`config.mk`:
```
export PLATFORM = sky130hd
export DESIGN_NAME = i2c_target_responder
export DESIGN_NICKNAME = d
export VERILOG_FILES = /design/src/rtl/i2c_target_responder.sv
export SDC_FILE = /design/constraint.sdc
export NUM_CORES = 1
export LEC_CHECK = 0
export ABC_AREA = 1
export CAP_MARGIN = 40
export CORE_ASPECT_RATIO = 1.25
export CORE_UTILIZATION = 52
export CTS_CLUSTER_DIAMETER = 100
export DETAILED_ROUTE_END_ITERATION = 7
export PLACE_DENSITY = 0.79
export SYNTH_ARGS = -nofsm -noshare
export SYNTH_HDL_FRONTEND = slang
export SYNTH_SLANG_ARGS = --single-unit
```
`constraint.sdc`:
```
create_clock -name clk_i -period 1.8 [get_ports clk_i]
set_clock_uncertainty 0.05 [all_clocks]
set_input_delay 0.45 -clock clk_i [delete_from_list [all_inputs] [get_ports clk_i]]
set_output_delay 0.45 -clock clk_i [all_outputs]
set_load 0.03 [all_outputs]
```
`src/rtl/i2c_target_responder.sv`:
```
// I2C target with a fixed 7-bit address. SCL/SDA are oversampled by the system clock and
// bus events are reported as single-cycle pulses. Written bytes are ACKed, read bytes are fetched on request.
module i2c_target_responder #(
    parameter int unsigned                I2C_ADDR_WIDTH = 7,
    parameter int unsigned                I2C_DATA_WIDTH = 8,
    parameter logic [I2C_ADDR_WIDTH-1:0]  TARGET_ADDR    = 7'h69
) (
    input  logic                      clk_i,
    input  logic                      rst_i,
    input  logic                      scl_i,
    input  logic                      sda_i,
    output logic                      scl_o,
    output logic                      sda_o,
    output logic                      start_o,
    output logic                      stop_o,
    output logic [I2C_ADDR_WIDTH-1:0] addr_o,
    output logic                      rw_o,
    output logic                      wr_valid_o,
    output logic [I2C_DATA_WIDTH-1:0] wr_data_o,
    output logic                      rd_req_o,
    input  logic [I2C_DATA_WIDTH-1:0] rd_data_i,
    output logic                      rd_nack_o
);

    localparam int unsigned           CNT_W    = $clog2(I2C_DATA_WIDTH);
    localparam logic [CNT_W-1:0]      LAST_BIT = CNT_W'(I2C_DATA_WIDTH - 1);

    typedef enum logic [2:0] {
        IDLE, ADDR, ACK, WR_DATA, RD_DATA, RD_ACK, IGNORE
    } state_t;

    state_t                    state_q, state_d;
    logic [CNT_W-1:0]          bit_cnt_q, bit_cnt_d;
    logic [I2C_DATA_WIDTH-1:0] shift_q, shift_d;
    logic [I2C_DATA_WIDTH-1:0] rx_byte;
    logic [1:0]                scl_s, sda_s;
    logic                      scl_d, sda_d;
    logic                      scl_rise, scl_fall, start_det, stop_det;
    logic                      sda_n, start_n, stop_n, wr_valid_n, rd_req_n, rd_nack_n, rw_n;
    logic [I2C_ADDR_WIDTH-1:0] addr_n;
    logic [I2C_DATA_WIDTH-1:0] wr_data_n;

    assign scl_o = 1'b1;

    // Synchronizers reset to the idle-bus level so leaving reset cannot fake a START/STOP.
    always_ff @(posedge clk_i or negedge rst_i) begin
        if (!rst_i) begin
            scl_s <= 2'b11;
            sda_s <= 2'b11;
            scl_d <= 1'b1;
            sda_d <= 1'b1;
        end else begin
            // NOTE: non-blocking assignments make every flop sample the pre-edge values, so the chain shifts by one stage per clock.
            scl_s <= {scl_s[0], scl_i};
            sda_s <= {sda_s[0], sda_i};
            scl_d <= scl_s[1];
            sda_d <= sda_s[1];
        end
    end

    assign scl_rise  =  scl_s[1] & ~scl_d;
    assign scl_fall  = ~scl_s[1] &  scl_d;
    assign start_det =  scl_s[1] &  scl_d & sda_d & ~sda_s[1];
    assign stop_det  =  scl_s[1] &  scl_d & ~sda_d & sda_s[1];

    always_comb begin
        // NOTE: every signal gets a default first, so no path through the case leaves one unassigned and infers a latch.
        state_d    = state_q;
        bit_cnt_d  = bit_cnt_q;
        shift_d    = rd_req_o ? rd_data_i : shift_q;
        rx_byte    = {shift_q[I2C_DATA_WIDTH-2:0], sda_s[1]};
        sda_n      = sda_o;
        addr_n     = addr_o;
        rw_n       = rw_o;
        wr_data_n  = wr_data_o;
        start_n    = 1'b0;
        stop_n     = 1'b0;
        wr_valid_n = 1'b0;
        rd_req_n   = 1'b0;
        rd_nack_n  = 1'b0;

        if (stop_det) begin
            stop_n  = 1'b1;
            sda_n   = 1'b1;
            state_d = IDLE;
        end else if (start_det) begin
            start_n   = 1'b1;
            sda_n     = 1'b1;
            bit_cnt_d = '0;
            state_d   = ADDR;
        end else begin
            unique case (state_q)
                ADDR: if (scl_rise) begin
                    shift_d   = rx_byte;
                    bit_cnt_d = bit_cnt_q + CNT_W'(1);
                    if (bit_cnt_q == LAST_BIT) begin
                        addr_n  = rx_byte[I2C_DATA_WIDTH-1 -: I2C_ADDR_WIDTH];
                        rw_n    = rx_byte[0];
                        state_d = (rx_byte[I2C_DATA_WIDTH-1 -: I2C_ADDR_WIDTH] == TARGET_ADDR) ? ACK : IGNORE;
                    end
                end
                // Shared ACK slot for the address byte and every written byte; rw_o picks the follow-on phase.
                ACK: begin
                    if (scl_fall) begin
                        sda_n = 1'b0;
                    end else if (scl_rise) begin
                        bit_cnt_d = '0;
                        if (rw_o) begin
                            rd_req_n = 1'b1;
                            state_d  = RD_DATA;
                        end else begin
                            state_d  = WR_DATA;
                        end
                    end
                end
                WR_DATA: begin
                    if (scl_fall) begin
                        sda_n = 1'b1;
                    end else if (scl_rise) begin
                        shift_d   = rx_byte;
                        bit_cnt_d = bit_cnt_q + CNT_W'(1);
                        if (bit_cnt_q == LAST_BIT) begin
                            wr_data_n  = rx_byte;
                            wr_valid_n = 1'b1;
                            state_d    = ACK;
                        end
                    end
                end
                RD_DATA: begin
                    if (scl_fall) begin
                        sda_n   = shift_q[I2C_DATA_WIDTH-1];
                        shift_d = {shift_q[I2C_DATA_WIDTH-2:0], 1'b0};
                    end else if (scl_rise) begin
                        bit_cnt_d = bit_cnt_q + CNT_W'(1);
                        if (bit_cnt_q == LAST_BIT) state_d = RD_ACK;
                    end
                end
                RD_ACK: begin
                    if (scl_fall) begin
                        sda_n = 1'b1;
                    end else if (scl_rise) begin
                        bit_cnt_d = '0;
                        if (!sda_s[1]) begin
                            rd_req_n = 1'b1;
                            state_d  = RD_DATA;
                        end else begin
                            rd_nack_n = 1'b1;
                            state_d   = IGNORE;
                        end
                    end
                end
                default: ;
            endcase
        end
    end

    always_ff @(posedge clk_i or negedge rst_i) begin
        if (!rst_i) begin
            state_q    <= IDLE;
            bit_cnt_q  <= '0;
            shift_q    <= '0;
            sda_o      <= 1'b1;
            addr_o     <= '0;
            rw_o       <= 1'b0;
            wr_data_o  <= '0;
            start_o    <= 1'b0;
            stop_o     <= 1'b0;
            wr_valid_o <= 1'b0;
            rd_req_o   <= 1'b0;
            rd_nack_o  <= 1'b0;
        end else begin
            state_q    <= state_d;
            bit_cnt_q  <= bit_cnt_d;
            shift_q    <= shift_d;
            sda_o      <= sda_n;
            addr_o     <= addr_n;
            rw_o       <= rw_n;
            wr_data_o  <= wr_data_n;
            start_o    <= start_n;
            stop_o     <= stop_n;
            wr_valid_o <= wr_valid_n;
            rd_req_o   <= rd_req_n;
            rd_nack_o  <= rd_nack_n;
        end
    end

endmodule

```
==> results.yml <==
status:
  outcome: "complete, no violations"
routing:
  wl_um: 4011
  drc: 0
  wl_per_cell_um: 13.69
  drt_iter0_markers: 43
  via_per_inst: 5.259
  final_antenna_net_count: 0
  num_vias: 1541
  dr.pass1.iters: 4
setup_path:
  critPathTopFamily: "flip-flops"
  worstPathArrival_ns: 1.21
  rr_endpoint: "shift_q[7]"
  timing.critical_path.buf_inv: 1
  path_max_fanout: 2
  regToRegStartpoint: "scl_s[1]"
  setup.worst_path.end_class: "output port"
  cp_cell_sequence: "dlygate4sd2_1"
  required_ns: 1.30
  critPathLaunchType: "register"
  critPathSlowestCell: "dfstp_2"
  rrSetupSlack_ns: 0.22
  r2r_cells: 6
  critical_path_class: "register to output port"
  slowest_delay_ns: 0.53
die:
  die-area_um2: 3977
  start_util: 0.5516
  die_h_um: 70.26
  rows: 24
  ioPinCount: 35
  die_w_um: 56.61
  core_um2: 3513
power_and_ir_drop:
  p_sw_frac: 0.3465
  internal_power_mw: 1.986
  clockPowerShare: 0.295
  p_comb_frac: 0.304
  p_seq_frac: 0.401
  p_leak_nw: 1.300
  p_switching_mw: 1.053
  vdd_ir_drop_max_uv: 809.4
  p_per_area_nw_per_um2: 1247
synthesis:
  synth_top_family_by_area: "simple AND/OR/NAND/NOR gates"
  syn_inst: 214
  synthSimpleGateAreaFrac: 0.2311
  syn_area_um2: 1938
  synth_warnings: 0
  synth_compound_area_frac: 0.1369
  synth_nets: 229
  synth_adder_area_share: 0.01937
  syn_avg_cell_area_um2: 9.057
  synth_seq_area_share: 0.5468
  synth_mux_area_frac: 0
  yosys.area_share.xor_xnor: 0
  synth-seq-cells: 42
  ys_types: 28
clocking:
  cts_buffers: 5
  cts_setup_buffers: 0
  numClockSinks: 42
  ctsHtreeMaxLevel: 2
  ctsRootBufferMaster: "clkbuf_8"
  clockBufferDepth: 2
  cts_tree: "yes"
  clk_pin_slew_ns: 0.09
  clk_latency_ns: 0.30
placement:
  gp_congestion: 0.8740
  place_area_um2: 2321
  dp_cells: 285
  post-place-ws_ns: 0.1329
  numPortBuffers: 33
  place_hpwl_um: 2785
global_routing:
  grt_usage: 0.2303
  antenna_found_initial: 0
  grt_max_degree: 43
  overflow: 0
  grt_pass1_wl_um: 6962
  grt_pass1_vias: 1508
timing:
  setup_violations: 0
  relSlewSlack: 0.6560
  hold_viol: 0
  post-route-min-period_ns: 1.707
  fin_crit_sh: 0.9483
  setup_ws_ns: 0.09299
  worst_pin_slew_ns: 0.5160
  tns_ns: 0
  fmax_mhz: 585.8
  maxSlewViolCount: 0
  rsz0062_at_grt: "false"
final_layout:
  area_delta_synth_final_pct: 25.82
  drive_gt1_frac: 0.1772
  final_cell_area_um2: 2439
  fin_nets: 268
  final_util: 0.6941
  mostFrequentLayoutCells: "57 x nand2_1, 35 x dfrtp_1, 23 x o21ai_1"
  layout_commonest_cell: "nand2_1"
  stdcell_count: 293
  antenna_cells: 0
min_path:
  hold_class: "input pin to async pin"
flow_run:
  drv_cap: 0
[flip-flops by register name, summed over array words and instances, names as in the netlist]
signal,count
rd_req_o,1
stop_o,1
wr_valid_o,1
bit_cnt_q,3
start_o,1
state_q,3
sda_o,1
sda_s,2
wr_data_o,8
shift_q,8
scl_d,1
scl_s,2
sda_d,1
rd_nack_o,1
addr_o,7
rw_o,1
[area by class of cell]
type / instances / area [µm²]
inverter: 24 / 90.09
tap: 39 / 48.80
fill: 294 / 1075
multi-input combinational: 143 / 754.5
timing repair buffer: 37 / 347.8
sequential: 42 / 1060
clock inverter: 3 / 68.82
clock buffer: 5 / 68.82
[power groups by stage]
stage / registers (mW) / logic, mW / clock network [mW]
after detailed placement: 1.23 / 0.925 / 0
after CTS: 1.22 / 0.927 / 0.904
final: 1.22 / 0.925 / 0.895
after global placement: 1.23 / 0.911 / 0
after floorplan: 1.24 / 0.665 / 0
after global routing: 1.24 / 1.09 / 0.938
[Yosys cell counts]
cell type | number | area, µm²
nor3_2 | 1 | 10.01
o21ai_1 | 23 | 115.1
o211ai_2 | 3 | 37.54
dfrtp_1 | 35 | 875.8
nand4_1 | 3 | 18.77
nand3_1 | 16 | 80.08
buf_4 | 1 | 7.510
inv_1 | 18 | 67.56
o21ai_0 | 2 | 10.01
o211ai_1 | 5 | 37.54
nor2_2 | 2 | 12.51
nand3b_1 | 1 | 7.510
o21ai_2 | 3 | 26.28
conb_1 | 1 | 3.750
buf_2 | 3 | 15.01
a21oi_4 | 1 | 16.27
a21oi_2 | 1 | 8.760
nor2_1 | 11 | 41.29
nand2_1 | 57 | 214.0
nand2_2 | 5 | 31.28
dfstp_2 | 7 | 183.9
ha_1 | 3 | 37.54
inv_2 | 6 | 22.52
nand3_2 | 2 | 20.02
nand4_2 | 1 | 12.51
a22o_1 | 1 | 8.760
a21oi_1 | 1 | 5.000
buf_6 | 1 | 11.26
[worst register-to-register path, stage by stage, from the launching register on]
cell      delay, ns
dfstp_2        0.58
nand2_2        0.13
nor2_1         0.26
a21oi_4        0.06
buf_12         0.16
o211ai_1       0.11
o21ai_1        0.11
[routing by layer]
metal	wire, µm	track usage	part of all wire
met4	81	0.09756	0.020
met1	1792	0.3038	0.45
met5	0	0	0
met3	140	0.04630	0.035
met2	1996	0.3686	0.50
[logic make-up after synthesis]
group	after synthesis
other cells	1
buf+inv	29
simple gates	99
flops	42
compound gates	40
fa+ha+maj	3
[how the worst max path moves through the flow]
stage | slack [ns] | start | cells past startpoint | end
floorplan | 0.38 | bit_cnt_q[0] | 8 | wr_data_o[1]
global placement | 0.14 | sda_o | 1 | sda_o
detailed placement | 0.13 | sda_o | 1 | sda_o
CTS | 0.004 | rd_nack_o | 1 | rd_nack_o
global route | 0.05 | bit_cnt_q[0] | 7 | wr_data_o[0]
finish | 0.09 | sda_o | 1 | sda_o
[what timing repair did]
item                       in CTS  in global routing
resized for setup              20                  2
setup endpoints to repair      20                  2
hold buffers                    0                  0
[per-stage QoR]
step	power, mW	hold WS, ns
floorplan	1.905	0.1044
global placement	2.141	0.2953
detailed placement	2.160	0.2968
CTS	3.047	0.1673
global route	3.263	0.1815
finish	3.040	0.1448
Power figures use the tool's default switching activity.
